### config.mk
export PLATFORM = sky130hd
export DESIGN_NAME = alu_dispatch_flat
export DESIGN_NICKNAME = d
export VERILOG_FILES = /design/src/rtl/alu_pkg.sv /design/src/rtl/alu_dispatch_if.sv /design/src/rtl/alu_cmd_fifo.sv /design/src/rtl/alu_dispatch.sv /design/src/flat_wrapper.sv
export SDC_FILE = /design/constraint.sdc
export NUM_CORES = 1
export LEC_CHECK = 0
export CAP_MARGIN = 5
export CELL_PAD_IN_SITES_DETAIL_PLACEMENT = 0
export CELL_PAD_IN_SITES_GLOBAL_PLACEMENT = 2
export CORE_MARGIN = 1.5
export CORE_UTILIZATION = 25
export DETAILED_ROUTE_END_ITERATION = 10
export PLACE_DENSITY_LB_ADDON = 0.1
export SLEW_MARGIN = 20
export SYNTH_ARGS = -nofsm -noshare
export SYNTH_HDL_FRONTEND = slang
export SYNTH_HIERARCHICAL = 1
export SYNTH_SLANG_ARGS = --single-unit
### constraint.sdc
create_clock -name clk -period 3.2 [get_ports clk]
set_clock_uncertainty 0.2 [all_clocks]
set_input_delay 0.32 -clock clk [delete_from_list [all_inputs] [get_ports clk]]
set_output_delay 0.32 -clock clk [all_outputs]
set_load 0.005 [all_outputs]
### src/rtl/alu_pkg.sv
// Shared definitions for the ALU dispatch front-end: opcode encodings,
// dispatcher FSM states, the command FIFO payload and opcode classification.
package alu_pkg;

    localparam int unsigned DATA_W = 16;
    localparam int unsigned OP_W   = 4;
    localparam int unsigned CMD_W  = OP_W + 2 * DATA_W;

    localparam logic [OP_W-1:0] OP_ADD  = 4'b0000;
    localparam logic [OP_W-1:0] OP_SUB  = 4'b0001;
    localparam logic [OP_W-1:0] OP_AND  = 4'b0010;
    localparam logic [OP_W-1:0] OP_OR   = 4'b0011;
    localparam logic [OP_W-1:0] OP_XOR  = 4'b0100;
    localparam logic [OP_W-1:0] OP_NAND = 4'b0101;
    localparam logic [OP_W-1:0] OP_NOR  = 4'b0110;
    localparam logic [OP_W-1:0] OP_XNOR = 4'b0111;
    localparam logic [OP_W-1:0] OP_MUL  = 4'b1000;
    localparam logic [OP_W-1:0] OP_DIV  = 4'b1001;

    typedef enum logic [2:0] {
        ST_OFF,
        ST_PWR_UP,
        ST_ON_IDLE,
        ST_ISSUE,
        ST_WAIT,
        ST_RESP,
        ST_PD_ISO
    } state_t;

    // One buffered request: 4-bit opcode + two 16-bit operands (36 bits).
    typedef struct packed {
        logic [OP_W-1:0]   opcode;
        logic [DATA_W-1:0] a;
        logic [DATA_W-1:0] b;
    } cmd_t;

    // MUL and DIV complete on the falling edge of alu_busy; all others in one cycle.
    function automatic logic is_multicycle(input logic [OP_W-1:0] opcode);
        return (opcode == OP_MUL) || (opcode == OP_DIV);
    endfunction

endpackage

### src/rtl/alu_dispatch_if.sv
// Request/response handshake bundle of the ALU dispatcher.
//   cmd_*: request side (valid/ready), opcode and operands
//   rsp_*: response side (valid/ready), result data and watchdog error flag
// slave = dispatcher side, master = requester side.
interface alu_dispatch_if;
    import alu_pkg::*;

    logic              cmd_valid;
    logic              cmd_ready;
    logic [OP_W-1:0]   cmd_opcode;
    logic [DATA_W-1:0] cmd_a;
    logic [DATA_W-1:0] cmd_b;

    logic              rsp_valid;
    logic              rsp_ready;
    logic [DATA_W-1:0] rsp_data;
    logic              rsp_err;

    modport slave (
        input  cmd_valid, cmd_opcode, cmd_a, cmd_b, rsp_ready,
        output cmd_ready, rsp_valid, rsp_data, rsp_err
    );

    modport master (
        output cmd_valid, cmd_opcode, cmd_a, cmd_b, rsp_ready,
        input  cmd_ready, rsp_valid, rsp_data, rsp_err
    );

endinterface

### src/rtl/alu_cmd_fifo.sv
// Synchronous command FIFO of cmd_t entries.
//   clk, rst_n : clock, async active-low reset (empties the FIFO)
//   push/wdata : write one entry (caller guarantees !full_c)
//   pop/rdata  : rdata always shows the head; pop advances it (caller guarantees !empty_c)
//   full_c, empty_c : status decoded from the pointer registers
module alu_cmd_fifo
    import alu_pkg::*;
#(
    parameter int unsigned DEPTH = 4
) (
    input  logic clk,
    input  logic rst_n,
    input  logic push,
    input  cmd_t wdata,
    input  logic pop,
    output cmd_t rdata,
    output logic full_c,
    output logic empty_c
);

    localparam int unsigned AW = $clog2(DEPTH);

    cmd_t          mem [DEPTH];
    logic [AW:0]   wr_ptr;
    logic [AW:0]   rd_ptr;

    // Pointers carry one extra wrap bit to tell full from empty.
    always_ff @(posedge clk or negedge rst_n) begin
        if (!rst_n) begin
            wr_ptr <= '0;
            rd_ptr <= '0;
        end else begin
            if (push) begin
                wr_ptr <= wr_ptr + (AW + 1)'(1);
            end
            if (pop) begin
                rd_ptr <= rd_ptr + (AW + 1)'(1);
            end
        end
    end

    // Storage needs no reset; the pointers alone define validity.
    always_ff @(posedge clk) begin
        if (push) begin
            mem[wr_ptr[AW-1:0]] <= wdata;
        end
    end

    assign rdata   = mem[rd_ptr[AW-1:0]];
    assign empty_c = (wr_ptr == rd_ptr);
    assign full_c  = (wr_ptr[AW] != rd_ptr[AW]) && (wr_ptr[AW-1:0] == rd_ptr[AW-1:0]);

endmodule

### src/rtl/alu_dispatch.sv
// Command front-end for the power-gated 16-bit ALU: buffers requests,
// sequences ALU power and isolation, issues one request at a time with a
// single-cycle start pulse and returns the result on a valid/ready port.
//   clk, rst_n              : clock, async active-low reset
//   bus (slave)             : cmd_* request and rsp_* response handshakes
//   alu_pwr_en, iso_en      : ALU power enable / isolation enable (registered)
//   alu_A, alu_B, alu_opcode: operands and opcode held for the issued request
//   alu_start               : one-cycle issue pulse
//   alu_result, alu_busy    : ALU result and busy status
module alu_dispatch
    import alu_pkg::*;
#(
    parameter int unsigned FIFO_DEPTH   = 4,
    parameter int unsigned PWRUP_CYC    = 3,
    parameter int unsigned IDLE_TIMEOUT = 16,
    parameter int unsigned WAIT_LIMIT   = 15
) (
    input  logic               clk,
    input  logic               rst_n,
    alu_dispatch_if.slave      bus,
    output logic               alu_pwr_en,
    output logic               iso_en,
    output logic [DATA_W-1:0]  alu_A,
    output logic [DATA_W-1:0]  alu_B,
    output logic [OP_W-1:0]    alu_opcode,
    output logic               alu_start,
    input  logic [DATA_W-1:0]  alu_result,
    input  logic               alu_busy
);

    localparam int unsigned CNT_MAX0 = (PWRUP_CYC > IDLE_TIMEOUT) ? PWRUP_CYC : IDLE_TIMEOUT;
    localparam int unsigned CNT_MAX  = (CNT_MAX0 > WAIT_LIMIT) ? CNT_MAX0 : WAIT_LIMIT;
    localparam int unsigned CNT_W    = $clog2(CNT_MAX + 1);

    state_t             state;
    state_t             state_nx;
    logic [CNT_W-1:0]   cnt;
    logic               busy_seen;
    logic               wait_done_c;
    logic               wdog_c;

    cmd_t               push_data;
    cmd_t               head;
    logic               push_c;
    logic               pop_c;
    logic               fifo_full_c;
    logic               fifo_empty_c;

    logic               rsp_valid_q;
    logic [DATA_W-1:0]  rsp_data_q;
    logic               rsp_err_q;

    // Command FIFO: pushes accepted in any state, pops only in ISSUE.
    always_comb begin
        push_data        = '0;
        push_data.opcode = bus.cmd_opcode;
        push_data.a      = bus.cmd_a;
        push_data.b      = bus.cmd_b;
    end

    assign push_c        = bus.cmd_valid && !fifo_full_c;
    assign pop_c         = (state == ST_ISSUE);
    assign bus.cmd_ready = !fifo_full_c;

    alu_cmd_fifo #(
        .DEPTH (FIFO_DEPTH)
    ) u_fifo (
        .clk     (clk),
        .rst_n   (rst_n),
        .push    (push_c),
        .wdata   (push_data),
        .pop     (pop_c),
        .rdata   (head),
        .full_c  (fifo_full_c),
        .empty_c (fifo_empty_c)
    );

    // Next-state logic.
    always_comb begin
        state_nx    = state;
        wait_done_c = 1'b0;
        wdog_c      = 1'b0;
        case (state)
            ST_OFF: begin
                // A push in the same cycle already starts power-up.
                if (!fifo_empty_c || push_c) begin
                    state_nx = ST_PWR_UP;
                end
            end
            ST_PWR_UP: begin
                if (cnt == CNT_W'(PWRUP_CYC - 1)) begin
                    state_nx = ST_ON_IDLE;
                end
            end
            ST_ON_IDLE: begin
                if (!fifo_empty_c) begin
                    state_nx = ST_ISSUE;
                end else if (cnt == CNT_W'(IDLE_TIMEOUT - 1)) begin
                    state_nx = ST_PD_ISO;
                end
            end
            ST_ISSUE: begin
                state_nx = ST_WAIT;
            end
            ST_WAIT: begin
                // Multi-cycle ops finish once busy has been seen and dropped;
                // others finish the first WAIT cycle after the start pulse.
                if (is_multicycle(alu_opcode)) begin
                    wait_done_c = !alu_busy && busy_seen;
                end else begin
                    wait_done_c = !alu_start;
                end
                if (wait_done_c) begin
                    state_nx = ST_RESP;
                end else if (cnt == CNT_W'(WAIT_LIMIT - 1)) begin
                    wdog_c   = 1'b1;
                    state_nx = ST_RESP;
                end
            end
            ST_RESP: begin
                if (bus.rsp_ready) begin
                    state_nx = ST_ON_IDLE;
                end
            end
            ST_PD_ISO: begin
                state_nx = ST_OFF;
            end
            default: begin
                state_nx = ST_OFF;
            end
        endcase
    end

    // State, counters and all registered outputs.
    always_ff @(posedge clk or negedge rst_n) begin
        if (!rst_n) begin
            state       <= ST_OFF;
            cnt         <= '0;
            busy_seen   <= 1'b0;
            alu_pwr_en  <= 1'b0;
            iso_en      <= 1'b1;
            alu_start   <= 1'b0;
            alu_A       <= '0;
            alu_B       <= '0;
            alu_opcode  <= '0;
            rsp_valid_q <= 1'b0;
            rsp_data_q  <= '0;
            rsp_err_q   <= 1'b0;
        end else begin
            state <= state_nx;

            // One shared counter, restarted on every state change, saturating.
            if (state_nx != state) begin
                cnt <= '0;
            end else if (cnt != {CNT_W{1'b1}}) begin
                cnt <= cnt + CNT_W'(1);
            end

            // Power controls decoded from the next state so they are pure flops.
            alu_pwr_en <= (state_nx != ST_OFF);
            iso_en     <= (state_nx == ST_OFF) || (state_nx == ST_PWR_UP) ||
                          (state_nx == ST_PD_ISO);

            alu_start <= (state == ST_ISSUE);

            if (state == ST_ISSUE) begin
                alu_A      <= head.a;
                alu_B      <= head.b;
                alu_opcode <= head.opcode;
                busy_seen  <= 1'b0;
            end else if (state == ST_WAIT && alu_busy) begin
                busy_seen <= 1'b1;
            end

            if (state == ST_WAIT && state_nx == ST_RESP) begin
                rsp_data_q <= wdog_c ? '0 : alu_result;
                rsp_err_q  <= wdog_c;
            end

            rsp_valid_q <= (state_nx == ST_RESP);
        end
    end

    assign bus.rsp_valid = rsp_valid_q;
    assign bus.rsp_data  = rsp_data_q;
    assign bus.rsp_err   = rsp_err_q;

endmodule

### src/flat_wrapper.sv
// flat-port wrapper written by rule: the top's interface ports become plain ports
module alu_dispatch_flat import alu_pkg::*;
#(
    parameter int unsigned FIFO_DEPTH   = 4,
    parameter int unsigned PWRUP_CYC    = 3,
    parameter int unsigned IDLE_TIMEOUT = 16,
    parameter int unsigned WAIT_LIMIT   = 15
)
  (clk, rst_n, alu_pwr_en, iso_en, alu_A, alu_B, alu_opcode, alu_start, alu_result, alu_busy, bus_cmd_valid, bus_cmd_opcode, bus_cmd_a, bus_cmd_b, bus_rsp_ready, bus_cmd_ready, bus_rsp_valid, bus_rsp_data, bus_rsp_err);
  alu_dispatch_if bus_i ();
  input  logic clk;
  input  logic rst_n;
  output logic alu_pwr_en;
  output logic iso_en;
  output logic [DATA_W-1:0] alu_A;
  output logic [DATA_W-1:0] alu_B;
  output logic [OP_W-1:0] alu_opcode;
  output logic alu_start;
  input  logic [DATA_W-1:0] alu_result;
  input  logic alu_busy;
  input wire logic [$bits(bus_i.cmd_valid)-1:0] bus_cmd_valid;
  input wire logic [$bits(bus_i.cmd_opcode)-1:0] bus_cmd_opcode;
  input wire logic [$bits(bus_i.cmd_a)-1:0] bus_cmd_a;
  input wire logic [$bits(bus_i.cmd_b)-1:0] bus_cmd_b;
  input wire logic [$bits(bus_i.rsp_ready)-1:0] bus_rsp_ready;
  output wire logic [$bits(bus_i.cmd_ready)-1:0] bus_cmd_ready;
  output wire logic [$bits(bus_i.rsp_valid)-1:0] bus_rsp_valid;
  output wire logic [$bits(bus_i.rsp_data)-1:0] bus_rsp_data;
  output wire logic [$bits(bus_i.rsp_err)-1:0] bus_rsp_err;
  assign bus_i.cmd_valid = bus_cmd_valid;
  assign bus_i.cmd_opcode = bus_cmd_opcode;
  assign bus_i.cmd_a = bus_cmd_a;
  assign bus_i.cmd_b = bus_cmd_b;
  assign bus_i.rsp_ready = bus_rsp_ready;
  assign bus_cmd_ready = bus_i.cmd_ready;
  assign bus_rsp_valid = bus_i.rsp_valid;
  assign bus_rsp_data = bus_i.rsp_data;
  assign bus_rsp_err = bus_i.rsp_err;
  alu_dispatch #(.FIFO_DEPTH(FIFO_DEPTH), .PWRUP_CYC(PWRUP_CYC), .IDLE_TIMEOUT(IDLE_TIMEOUT), .WAIT_LIMIT(WAIT_LIMIT)) u_core (.clk(clk), .rst_n(rst_n), .bus(bus_i), .alu_pwr_en(alu_pwr_en), .iso_en(iso_en), .alu_A(alu_A), .alu_B(alu_B), .alu_opcode(alu_opcode), .alu_start(alu_start), .alu_result(alu_result), .alu_busy(alu_busy));
endmodule
=== After elaboration in Yosys (flattened, before gate mapping) ===
Memories as Yosys holds them, arrays and structs flattened. A register that Yosys moved wholly into a read port is not among the register bits.
Index checks and enable logic that the tools add are counted.

* Flip-flop bits (word level): 36
* Bits in writable memories: 144
* Bits of input ports: 57
* Output and inout bits: 58
* Logic and storage cells: 72
* Memories kept: 1

{| class="wikitable"
|+ Memory list
! name !! depth !! width !! rd ports !! clocked after Yosys merged registers in !! wr ports !! RTL line !! text
|-
| u_core.u_fifo.mem || 4 || 36 || 1 || 1 || 1 || alu_cmd_fifo.sv:23 || <nowiki>cmd_t mem [DEPTH];</nowiki>
|}

* Add/sub/neg operators: 3
* Equal/unequal tests: 18
* Muxes and demuxes: 20
* Reduce and logical (&&, ||, !) cells: 19

{| class="wikitable"
|+ Operator list
! kind !! number
|-
| $mux 3 || 7
|-
| $pmux 3 s6 || 1
|-
| $mux 16 || 1
|-
| $eq 3x3->1 const B || 4
|-
| $eq 5x4->1 const B || 2
|-
| $mux 5 || 2
|-
| $mux 1 || 9
|-
| $eq 4x4->1 const B || 2
|-
| $add 3x1->3 const B || 2
|-
| $eq 3x1->1 const B || 2
|-
| $eq 3x2->1 const B || 2
|-
| $logic_not 3->1 || 2
|-
| $add 5x1->5 const B || 1
|-
| $eq 5x2->1 const B || 1
|-
| $logic_and 1x1->1 || 5
|-
| $logic_not 1->1 || 5
|-
| $ne 5x5->1 const B || 1
|-
| $logic_or 1x1->1 || 4
|-
| $reduce_bool 2->1 || 2
|-
| $eq 3x3->1 || 1
|-
| $ne 3x3->1 || 1
|-
| $reduce_bool 3->1 || 1
|-
| $eq 2x2->1 || 1
|-
| $ne 1x1->1 || 1
|}

=== Longest topological paths before layout ===
* Depth in word-level cells: 10
* Gate-level depth with buffers: 7
* Gate-level depth less buffers: 7

=== Hierarchy ===
The synthesis kept the hierarchy.

{| class="wikitable"
|+ Modules (own cells, without submodules)
! module !! times used !! cells an instance !! area each (um2) !! sequential area each (um2)
|-
| alu_cmd_fifo || 1 || 218 || 5,552.8 || 4,474.3
|-
| alu_dispatch || 1 || 276 || 2,730.1 || 1,652.8
|}

=== Least setup slack after synthesis ===
Ideal clock, no wire load.

* Kind: register to register
* From: register u_core.u_fifo.rd_ptr[0]
* To: memory u_core/u_fifo/mem[3][0] in the netlist's numbering (enable)
* Setup time: 0.398 ns
* Arrival time: 2.208 ns
* Required time: 2.602 ns
* Slack: 0.394 ns
* Stages on the path, launching flop included: 6
* Buffers on the path: 1
* Clock period less this slack: 2.806 ns
* Path through: dfrtp_1 buf_2 xor2_1 nor3_1 nor2b_1 and2_1

* Word-level cells in the longest chain between the ends: 6

{| class="wikitable"
|+ Ends and longest elaborated chain
! item !! RTL line !! text
|-
| start: declaration || alu_cmd_fifo.sv:25 || <nowiki>logic [AW:0] rd_ptr;</nowiki>
|-
| start signal: assignment || alu_cmd_fifo.sv:37 || <nowiki>rd_ptr <= rd_ptr + (AW + 1)'(1);</nowiki>
|-
| $eq 2x2->1 || alu_cmd_fifo.sv:51 || <nowiki>assign full_c = (wr_ptr[AW] != rd_ptr[AW]) && (wr_ptr[AW-1:0] == rd_ptr[AW-1:0]);</nowiki>
|-
| $logic_and 1x1->1 || alu_cmd_fifo.sv:51 ||
|-
| net u_core.fifo_full_c || alu_dispatch.sv:46 || <nowiki>logic fifo_full_c;</nowiki>
|-
| $logic_not 1->1 || alu_dispatch.sv:61 || <nowiki>assign push_c = bus.cmd_valid && !fifo_full_c;</nowiki>
|-
| $logic_and 1x1->1 || alu_dispatch.sv:61 ||
|-
| net u_core.push_c || alu_dispatch.sv:44 || <nowiki>logic push_c;</nowiki>
|-
| $mux 1 || alu_cmd_fifo.sv:44 || <nowiki>if (push) begin</nowiki>
|-
| $mux 1 (implied by the code) || alu_cmd_fifo.sv:45 || <nowiki>mem[wr_ptr[AW-1:0]] <= wdata;</nowiki>
|-
| end: declaration || alu_cmd_fifo.sv:23 ||
|}

The timed path passes the listed nets, and every way through them passes these cells.

=== Worst setup path after layout ===
* From: register u_core.u_fifo.rd_ptr[0]
* To: output port bus_cmd_ready

* Word-level cells in the longest chain between the ends: 3

{| class="wikitable"
|+ Ends and longest elaborated chain
! item !! RTL line !! text
|-
| $eq 2x2->1 || alu_cmd_fifo.sv:51 ||
|-
| $logic_and 1x1->1 || alu_cmd_fifo.sv:51 ||
|-
| net u_core.fifo_full_c || alu_dispatch.sv:46 ||
|-
| $logic_not 1->1 || alu_dispatch.sv:63 || <nowiki>assign bus.cmd_ready = !fifo_full_c;</nowiki>
|-
| end: declaration || flat_wrapper.sv:26 || <nowiki>output wire logic [$bits(bus_i.cmd_ready)-1:0] bus_cmd_ready;</nowiki>
|}

The timed path passes the listed nets, and every way through them passes these cells.

==> results.md <==
- Pleak: 4.051 nW
- Tmin final: 2.546 ns
- Avg Inst Size Synth: 16.77 um^2
- Final GP Congestion: 0.6909
- Netlist cell types: 42
- Async set-reset flop share out of synthesis: 33.33%
- Main synth FF type: edfxtp_1
- Worst Setup Start Kind: flip-flop
- Worst reg2reg endpoint: u_core/u_fifo/mem[0][8]
- Initial antenna violation count: 2
- Final hold vios: 0
- Die width: 185.0 um
- Clk network pwr share: 29.9%
- Post-Synthesis Cells: 494
- Number of flops mapped to enable cells by yosys: 144
- Area delta synth->final: 32.16%
- R2R cell count: 5
- Nets: 701
- Worst Path Arrival: 2.03 ns
- CP Capture Type: output pin
- Hpwl dp: 12230 um
- Final Setup Violations: 0
- Unrepaired setup endpoints after global routing: false
- R2R Setup Slk: 0.77 ns
- Core area: 32540 um^2
- Clock transition at the registers of the reported paths: 0.06 ns
- Fin crit share: 79.57%
- IO Pins: 115
- Average wire per standard cell: 17.83 um
- WHS: 0.1161 ns
- Starting DRT DRC Count: 222
- Power Dens Cells: 929.7 nW/um^2
- Antenna viol nets, final: 0
- Postcts setup bufs: 0
- Setup Crit Path Kind: reg -> out
- Slew Limit Fails: 0
- Synth Register Bits: 216
- Area leader, netlist: edfxtp_1
- Clock Path Buffers: 3
- Switching part of the total: 28.78%
- CTS buffer count: 26
- DP Worst Slack: 0.6317 ns
- Row count: 66
- Initial Utilization: 25.46%
- Sw power: 0.002929 W
- GR Util All Layers: 11.81%
- Vias in the first global route: 5112
- Synth top area cells: edfxtp_1 (52%), dfrtp_1 (21%), mux4_2 (9.8%)
- MaxCap Viol Count: 0
- Layout cell share with drive strength beyond 1: 16.95%
- Slew HR: 45.98%
- Final WS setup: 0.6537 ns
- Chip height: 185.0 um
- Fmax: 392.7 MHz
- Least-Margin Pin Slew: 0.8102 ns
- Clk sinks: 216
- GR Overflow Total: 0
- Vias: 4621
- Power share of the sequential group: 41.4%
- Run status: complete, no violations
- Worst EP required: 2.68 ns
- Comb power frac: 28.8%
- Syn_nets: 560
- Htree depth: 1
- Worst R2R Start: u_core/u_fifo/rd_ptr[0]
- Latest clock arrival within the worst-skew pair: 0.53 ns
- Pin count of the biggest net entering global routing: 39
- Drt drc: 0
- Sequential area share after synthesis: 73.97%
- Yosys top cell area share: 52.21%
- Via/cell ratio: 4.209
- First-pass iteration count of the detailed router: 4
- VDD IR-drop max: 0.4188 mV
- Die footprint: 34230 um^2
- Root buf cell: clkbuf_16
- Hold Crit Class: in -> async
- Critical-path maximum fanout: 2
- Sum Neg Setup Slack: 0 ns
- P_int: 0.007248 W
- Synth warnings: 6
- CTS tree: built
- Post-Route WL: 19580 um
- First-pass GRT wire length: 30280 um
- Area of the mapped netlist: 8283 um^2
- # port buffers: 114
worst max path at each step:
| stage | startpoint | endpoint | slack, ns | cells after the start |
|---|---|---|---|---|
| 5_1_grt | u_core/u_fifo/rd_ptr[0] | bus_cmd_ready | 0.49 | 4 |
| 4_1_cts | u_core/u_fifo/rd_ptr[0] | bus_cmd_ready | 0.59 | 4 |
| 3_3_place_gp | bus_cmd_valid | u_core/u_fifo/mem[0][8] | 0.59 | 4 |
| 6_report | u_core/u_fifo/rd_ptr[0] | bus_cmd_ready | 0.65 | 4 |
| 2_1_floorplan | u_core/u_fifo/rd_ptr[0] | u_core/u_fifo/mem[3][0] | 0.39 | 5 |
| 3_5_place_dp | bus_cmd_valid | u_core/u_fifo/mem[0][8] | 0.63 | 4 |
cells in the final DEF, fill, tap and decap left out, types with 7 or more instances in the layout:
master           instances
a32o_1                  16
buf_4                   18
clkbuf_16               26
clkdlybuf4s50_1        113
clkinv_1                 7
dfrtp_1                 69
edfxtp_1               144
ha_1                     9
inv_1                    7
mux4_2                  36
nand2_1                123
nand2b_1                 7
o21ai_0                  9
cells by family (layout without fill, tap and decap cells):
logic type               after synthesis  after routing  share of synthesized area (%)
flip-flops                           216            216                          73.97
AND/OR/NAND/NOR                      155            155                          8.082
multiplexers                          38             38                          10.09
AO/OA/AOI/OAI                         37             37                          3.505
buffers and inverters                 29            190                          1.933
XOR/XNOR                              10             10                          1.057
adder cells (fa/ha/maj)                9              9                          1.360
other                                  0              1                              0
critical path: stages (launching register included):
cell             delay, ns
dfrtp_4               0.47
xor2_1                0.18
nor3_1                0.28
inv_1                 0.07
clkdlybuf4s50_1       0.50
cell usage after synthesis (3+ instances only):
master and instances:
clkbuf_1 5, o21ai_0 9, nor3_1 6, edfxtp_1 144, buf_1 4, ha_1 9
inv_1 7, nand2b_1 7, dfrtp_1 71, a21oi_1 4, xnor2_1 5, mux4_2 36
and2_1 4, nor2b_1 3, buf_2 9, xor2_1 5, a32o_1 16, nand2_1 123
area by class of cell:
cell class | instances | area [um^2]
antenna | 1 | 2.502
clock buffer | 29 | 681.9
clock inverter | 19 | 220.2
fill | 3221 | 21590
inverter | 8 | 30.03
multi-input combinational | 249 | 2011
sequential | 216 | 6132
tap | 442 | 553.0
timing repair buffer | 134 | 1316
through the flow:
stage / cell area [um^2] / std cells / util (%) / total power, W
2_1_floorplan: 8283 / 494 / - / 0.005892
3_3_place_gp: 10030 / 1048 / 30.83 / 0.007300
5_1_grt: 10940 / 1097 / 33.64 / 0.01084
4_1_cts: 10940 / 1097 / 33.64 / 0.01044
6_report: 10950 / 1098 / 33.64 / 0.01018
3_5_place_dp: 10030 / 1048 / 30.83 / 0.007309
timing repair:
action	in CTS	in global routing
hold buffers	1	0
resized for setup	0	0
hold endpoints to repair	28	0
power groups by stage:
stage                     Clock (W)  Combinational, W  Sequential [W]
after CTS                   0.00317           0.00305         0.00422
after global routing        0.00327           0.00327         0.00430
final                       0.00304           0.00293         0.00421
after floorplan                   0           0.00170         0.00419
after global placement            0           0.00305         0.00425
after detailed placement          0           0.00304         0.00427
registers in the layout, summed over array words and instances, names as in the netlist:
name	count
u_core/u_fifo/mem	144
u_core/alu_opcode	4
u_core/alu_A	16
u_core/alu_start	1
u_core/state	3
u_core/bus.rsp_err	1
u_core/bus.rsp_data	16
u_core/alu_pwr_en	1
u_core/bus.rsp_valid	1
u_core/u_fifo/rd_ptr	3
u_core/alu_B	16
u_core/iso_en	1
u_core/busy_seen	1
u_core/cnt	5
u_core/u_fifo/wr_ptr	3
metal layers:
layer,track usage (%),vias up,routed length [um]
li1,-,2130,-
met1,14.24,2341,8237
met2,20.96,119,9799
met3,2.831,29,1143
met4,3.220,2,385
met5,0,-,13
Power figures use the tool's default switching activity.
